$ cat src/rtl/conv_pkg.sv
`default_nettype none
// conv_pkg: state encoding, staging-buffer select codes and K field width shared by the
// convolution stream transmit and receive sides. Rev 1.0

package conv_pkg;

    typedef enum logic [1:0] {
        IDLE   = 2'd0,
        SEND_W = 2'd1,
        SEND_B = 2'd2,
        SEND_X = 2'd3
    } tx_state_t;

    localparam logic [1:0] WR_SEL_W = 2'd0;
    localparam logic [1:0] WR_SEL_B = 2'd1;
    localparam logic [1:0] WR_SEL_X = 2'd2;

    function automatic int k_bits(input int maxk);
        return $clog2(maxk + 1);
    endfunction

endpackage

`default_nettype wire

$ cat src/rtl/axis_skid.sv
`default_nettype none
// axis_skid: 2-entry output buffer with registered outputs; the producer uses level to
// pace itself, so a push never arrives when both entries are occupied. Rev 1.0

module axis_skid #(
    parameter int WIDTH = 8
) (
    input  logic             clk,
    input  logic             reset,
    input  logic             in_valid,
    input  logic [WIDTH-1:0] in_data,
    output logic             out_valid,
    input  logic             out_ready,
    output logic [WIDTH-1:0] out_data,
    output logic [1:0]       level
);

    logic [WIDTH-1:0] mem [2];
    logic             wr_ptr;
    logic             rd_ptr;
    logic [1:0]       count;
    logic             push;
    logic             pop;

    assign push      = in_valid && (count != 2'd2);
    assign pop       = out_valid && out_ready;
    assign out_valid = (count != 2'd0);
    assign out_data  = mem[rd_ptr];
    assign level     = count;

    always_ff @(posedge clk or negedge reset) begin
        if (!reset) begin
            mem[0] <= '0;
            mem[1] <= '0;
            wr_ptr <= 1'b0;
            rd_ptr <= 1'b0;
            count  <= 2'd0;
        end else begin
            if (push) begin
                mem[wr_ptr] <= in_data;
                wr_ptr      <= ~wr_ptr;
            end
            if (pop) begin
                rd_ptr <= ~rd_ptr;
            end
            count <= count + {1'b0, push} - {1'b0, pop};
        end
    end

endmodule

`default_nettype wire

$ cat src/rtl/conv_stream_tx.sv
`default_nettype none
// conv_stream_tx: stages W/B/X buffers and streams a W,B,X packet over AXI-Stream. Rev 1.0
// Build option CONV_TX_TLAST_EN adds OUTPUT_TLAST on the final X word of each packet.

module conv_stream_tx
    import conv_pkg::*;
#(
    parameter  int INW    = 24,
    parameter  int R      = 9,
    parameter  int C      = 8,
    parameter  int MAXK   = 4,
    localparam int K_BITS = k_bits(MAXK)
) (
    input  logic                   clk,
    input  logic                   reset,
    input  logic                   wr_en,
    input  logic [1:0]             wr_sel,
    input  logic [$clog2(R*C)-1:0] wr_addr,
    input  logic [INW-1:0]         wr_data,
    input  logic                   cmd_valid,
    output logic                   cmd_ready,
    input  logic [K_BITS-1:0]      cmd_k,
    input  logic                   cmd_new_w,
    output logic [INW-1:0]         OUTPUT_TDATA,
    output logic                   OUTPUT_TVALID,
    input  logic                   OUTPUT_TREADY,
    output logic [K_BITS:0]        OUTPUT_TUSER,
`ifdef CONV_TX_TLAST_EN
    output logic                   OUTPUT_TLAST,
`endif
    output logic                   busy
);

    localparam int W_DEPTH = MAXK * MAXK;
    localparam int X_DEPTH = R * C;
    localparam int X_AW    = $clog2(X_DEPTH);
    localparam int W_AW    = (W_DEPTH > 1) ? $clog2(W_DEPTH) : 1;
    localparam int CNT_W   = $clog2(((X_DEPTH > W_DEPTH) ? X_DEPTH : W_DEPTH) + 1);
    localparam logic [CNT_W-1:0] X_WORDS = CNT_W'(X_DEPTH);
`ifdef CONV_TX_TLAST_EN
    localparam int SKW = INW + 1;
`else
    localparam int SKW = INW;
`endif

    logic [INW-1:0]    w_buf [W_DEPTH];
    logic [INW-1:0]    x_buf [X_DEPTH];
    logic [INW-1:0]    b_reg;

    tx_state_t         state;
    tx_state_t         next_state;
    logic [CNT_W-1:0]  cnt;
    logic [CNT_W-1:0]  kk;
    logic [K_BITS-1:0] k_lat;
    logic [K_BITS-1:0] k_eff;
    logic              new_w_lat;
    logic              accept;
    logic              issue;
    logic              pop;
    logic              space_ok;
    logic              w_last;
    logic [2:0]        inflight;
    logic [1:0]        skid_level;
    logic              rd_valid;
    logic [INW-1:0]    read_data;
    logic [SKW-1:0]    next_word;
    logic [SKW-1:0]    rd_word;
    logic [SKW-1:0]    skid_out;

    assign cmd_ready    = (state == IDLE) && reset;
    assign busy         = (state != IDLE);
    assign accept       = cmd_valid && cmd_ready;
    assign pop          = OUTPUT_TVALID && OUTPUT_TREADY;
    assign w_last       = (cnt == kk - CNT_W'(1));
    assign k_eff        = (cmd_k == '0 || int'(cmd_k) > MAXK) ? K_BITS'(MAXK) : cmd_k;
    assign OUTPUT_TUSER = {k_lat, new_w_lat};
    assign OUTPUT_TDATA = skid_out[INW-1:0];

    // Words held after this cycle: skid contents plus the read in flight, minus this pop.
    // Issuing only while that is at most 1 keeps the 2-entry skid from ever overflowing.
    assign inflight = 3'(skid_level) + 3'(rd_valid) - 3'(pop);
    assign space_ok = (inflight <= 3'd1);

    always_ff @(posedge clk) begin
        if (wr_en && !busy) begin
            case (wr_sel)
                WR_SEL_W: if (int'(wr_addr) < W_DEPTH) w_buf[W_AW'(wr_addr)] <= wr_data;
                WR_SEL_B: b_reg <= wr_data;
                WR_SEL_X: if (int'(wr_addr) < X_DEPTH) x_buf[wr_addr] <= wr_data;
                default: ;
            endcase
        end
    end

    always_ff @(posedge clk or negedge reset) begin
        if (!reset) begin
            state <= IDLE;
        end else begin
            state <= next_state;
        end
    end

    always_comb begin
        next_state = state;
        issue      = 1'b0;
        case (state)
            IDLE: begin
                if (accept) next_state = cmd_new_w ? SEND_W : SEND_X;
            end
            SEND_W: begin
                issue = space_ok;
                if (space_ok && w_last) next_state = SEND_B;
            end
            SEND_B: begin
                issue = space_ok;
                if (space_ok) next_state = SEND_X;
            end
            SEND_X: begin
                issue = space_ok && (cnt != X_WORDS);
                // Leave only on the handshake of the last buffered word.
                if (cnt == X_WORDS && !rd_valid &&
                    (skid_level == 2'd0 || (skid_level == 2'd1 && pop))) begin
                    next_state = IDLE;
                end
            end
            default: next_state = IDLE;
        endcase
    end

    always_ff @(posedge clk or negedge reset) begin
        if (!reset) begin
            cnt       <= '0;
            kk        <= '0;
            k_lat     <= '0;
            new_w_lat <= 1'b0;
        end else if (accept) begin
            cnt       <= '0;
            kk        <= CNT_W'(k_eff) * CNT_W'(k_eff);
            k_lat     <= k_eff;
            new_w_lat <= cmd_new_w;
        end else if (issue) begin
            cnt <= (state == SEND_X || (state == SEND_W && !w_last)) ? cnt + CNT_W'(1) : '0;
        end
    end

    always_comb begin
        read_data = b_reg;
        case (state)
            SEND_W:  read_data = w_buf[W_AW'(cnt)];
            SEND_X:  read_data = x_buf[X_AW'(cnt)];
            default: ;
        endcase
`ifdef CONV_TX_TLAST_EN
        next_word = {(state == SEND_X) && (cnt == X_WORDS - CNT_W'(1)), read_data};
`else
        next_word = read_data;
`endif
    end

    always_ff @(posedge clk or negedge reset) begin
        if (!reset) begin
            rd_valid <= 1'b0;
            rd_word  <= '0;
        end else begin
            rd_valid <= issue;
            if (issue) rd_word <= next_word;
        end
    end

    axis_skid #(
        .WIDTH (SKW)
    ) u_skid (
        .clk       (clk),
        .reset     (reset),
        .in_valid  (rd_valid),
        .in_data   (rd_word),
        .out_valid (OUTPUT_TVALID),
        .out_ready (OUTPUT_TREADY),
        .out_data  (skid_out),
        .level     (skid_level)
    );

`ifdef CONV_TX_TLAST_EN
    assign OUTPUT_TLAST = OUTPUT_TVALID && skid_out[INW];
`endif

endmodule

`default_nettype wire
$ cat config.mk
export PLATFORM = sky130hd
export DESIGN_NAME = conv_stream_tx
export DESIGN_NICKNAME = d
export VERILOG_FILES = /design/src/rtl/conv_pkg.sv /design/src/rtl/axis_skid.sv /design/src/rtl/conv_stream_tx.sv
export SDC_FILE = /design/constraint.sdc
export NUM_CORES = 2
export LEC_CHECK = 0
export ABC_AREA = 0
export CAP_MARGIN = 20
export CORE_ASPECT_RATIO = 1.75
export CORE_MARGIN = 4
export CORE_UTILIZATION = 57
export DETAILED_ROUTE_END_ITERATION = 10
export PLACE_DENSITY = 0.76
export SLEW_MARGIN = 25
export SYNTH_ARGS = -nofsm -noshare
export SYNTH_HDL_FRONTEND = slang
export SYNTH_SLANG_ARGS = --single-unit
$ cat constraint.sdc
create_clock -name clk -period 3.4 [get_ports clk]
set_input_delay 1.02 -clock clk [delete_from_list [all_inputs] [get_ports clk]]
set_output_delay 1.02 -clock clk [all_outputs]
set_load 0.01 [all_outputs]
==> reports/results.txt <==
outcome = completed
fmax = 301 MHz
R2R Path End = rd_word[12]$_DFFE_PN0P_
pre-CTS setup slack = -0.684 ns
top_reg_cell synth = edfxtp_1
Setup violations, final = 0
fin nets = 4940
Die Height = 525 um
largest net degree at the start of global routing = 90
max reg flops = 1728
sinks on the clock net = 2230
min Tclk post-route = 3.32 ns
ANT nets after route = 0
detailed-route via count = 46.2k
die area = 159000 um^2
initial antenna violation count = 8
CTS tree = built
synthesized area = 87100 um^2
I/O pin total = 73
most frequent cells in the layout = edfxtp_1, mux2i_1, buf_4
CP Class = reg2out
Post-Syn Instances = 4439
core area = 152000 um^2
Sum Neg Setup Slack = 0 ns
placed cell areas = 94300 um^2
fin util = 65.9%
Initial DRC Count = 5762
Fillers = 9585
vias per std cell = 6.57
Post-synth EDFFs = 2136
Reg with most FFs = x_buf
Worst Skew = 0.0397 ns
element type at the critical path start = register
Worst Tran Pin Value = 1.05 ns
Initial Util = 57.4%
Max H-tree Level = 4
Root Driver = clkbuf_16
Yosys cell types = 58
Req. time, crit path = 2.38 ns
Arr. time, crit path = 2.30 ns
Die X = 303 um
num rows = 189
total power = 73.5 mW
Setup Buffers After CTS = 0
most common cell after layout, fill and taps aside = edfxtp_1
maximum fanout along the worst path = 25
Final Hold Viols = 0
post-synth net total = 4496
DRC = 0
PwrDens = 735 nW/um^2
wire length per cell = 34.2 um
Area Growth Syn to Fin = 14.8%
maximum buffer depth of the clock tree = 4
Max-cap violations = 0
post-synthesis sequential area ratio = 76.4%
Yosys Warn Count = 0
reg2reg start = cnt[0]$_DFFE_PN0P_
GR Overflow Total = 0
layout cell share with drive strength beyond 1 = 24.2%
Max IR drop VDD = 0.739 mV
Yosys reg bits = 2230
drt total wl = 240000 um
FFs w/ async S/R, synth = 4.22%
post-cts hold buffer count = 0
worst skew pair latency = 0.83 ns
Hold Path Class = in2async
period utilisation layout = 97.7%
Initial DRT Pass Iterations = 8
Final Max Tran Viols = 0
input/output buffers = 72
first-pass GRT wire length = 340000 um
HPWL Detailed = 155000 um
Relative slew margins = 30.3%
number of global-route vias before repair = 46.5k
RSZ-0062 raised after global routing = true
R2R Setup Slk = 0.11 ns
mean post-synth cell area = 19.6 um^2
Clk pin slew, worst setup/hold paths = 0.08 ns
post-cts sizing count = 8
kind of end point of the critical path = primary output
worst reg-to-reg path cell count = 7
top flop regs = x_buf (1728), w_buf (384), u_skid.mem (48)
GP Congestion = 0.982
setup slack after layout = 0.0790 ns
Total GRT Usage = 30.2%
cell area after layout = 100000 um^2
Pleak = 32.7 nW
Num CTS Buffers = 185
per-layer routing:
layer  vias to the layer above  track usage, %  wire length (um)
li1                      18977               -                 -
met1                     23962            36.0             78300
met2                      2662            49.6            119000
met3                       624            5.21             20700
met4                         2            21.6             22300
met5                         -               0                 9
critical path: stages, from the launching register on:
cell	delay [ns]
dfrtp_1	0.36
buf_8	0.23
mux2_2	0.41
clkdlybuf4s50_1	0.49
stage by stage:
stage | hold slack (ns) | instances
after global routing | 0.360 | 7029
after CTS | 0.321 | 7028
after global placement | 0.463 | 6701
after floorplan | 0.468 | 4439
final | 0.329 | 7034
after detailed placement | 0.487 | 6701
where the power goes:
group	leakage [nW]	internal (mW)	switching [mW]
Combinational	9.63	9.55	12.4
Sequential	20.3	30.6	0.589
Clock	2.76	10.9	9.43
area by class of cell:
cell class,count,area [um^2],share of cell area [%]
multi-input cells,1941,19400,19.4
repair buffers,505,5840,5.84
diodes,6,15.0,0.0150
clock buffers,230,4890,4.89
flip-flops and latches,2230,66500,66.5
inverters,20,75.1,0.0751
clock inverters,97,744,0.744
well taps,2005,2510,2.51
how the worst max path moves through the flow:
stage | start | to | slack [ns] | depth (start not counted)
floorplan | OUTPUT_TREADY | rd_word[0]$_DFFE_PN0P_ | 0.0005 | 11
global placement | OUTPUT_TREADY | rd_word[11]$_DFFE_PN0P_ | -0.74 | 14
detailed placement | OUTPUT_TREADY | rd_word[11]$_DFFE_PN0P_ | -0.68 | 14
CTS | u_skid.rd_ptr$_DFFE_PN0P_ | OUTPUT_TDATA[3] | 0.006 | 3
global route | OUTPUT_TREADY | rd_word[3]$_DFFE_PN0P_ | -0.01 | 13
finish | u_skid.rd_ptr$_DFFE_PN0P_ | OUTPUT_TDATA[8] | 0.08 | 3
logic make-up (layout without fill, tap and decap cells):
group	count (synthesis)	count (layout)	share of synthesized area, %
compound gates	477	477	3.98
simple gates	519	519	2.56
mux	919	919	15.0
xor+xnor	11	11	0.111
buf+inv	268	852	1.73
fa+ha+maj	15	15	0.224
flops	2230	2230	76.4
other cells	0	6	0
cells in the mapped netlist (24+ instances only):
cell type	number	area share [%]
mux4_2	294	7.6
a22o_1	29	0.29
o22ai_1	34	0.24
a22oi_1	105	0.91
clkbuf_1	92	0.40
mux2i_1	520	6.0
buf_4	46	0.40
a2111oi_0	30	0.30
dfrtp_1	94	2.7
nor2_1	212	0.91
buf_6	26	0.34
mux2_2	99	1.3
o21ai_0	42	0.24
a221oi_1	24	0.24
buf_2	73	0.42
a21oi_1	63	0.36
nand2_1	179	0.77
nand4_1	29	0.21
edfxtp_1	2136	74
nor2b_1	25	0.18
Note: power is estimated with default switching activity, not from simulation.
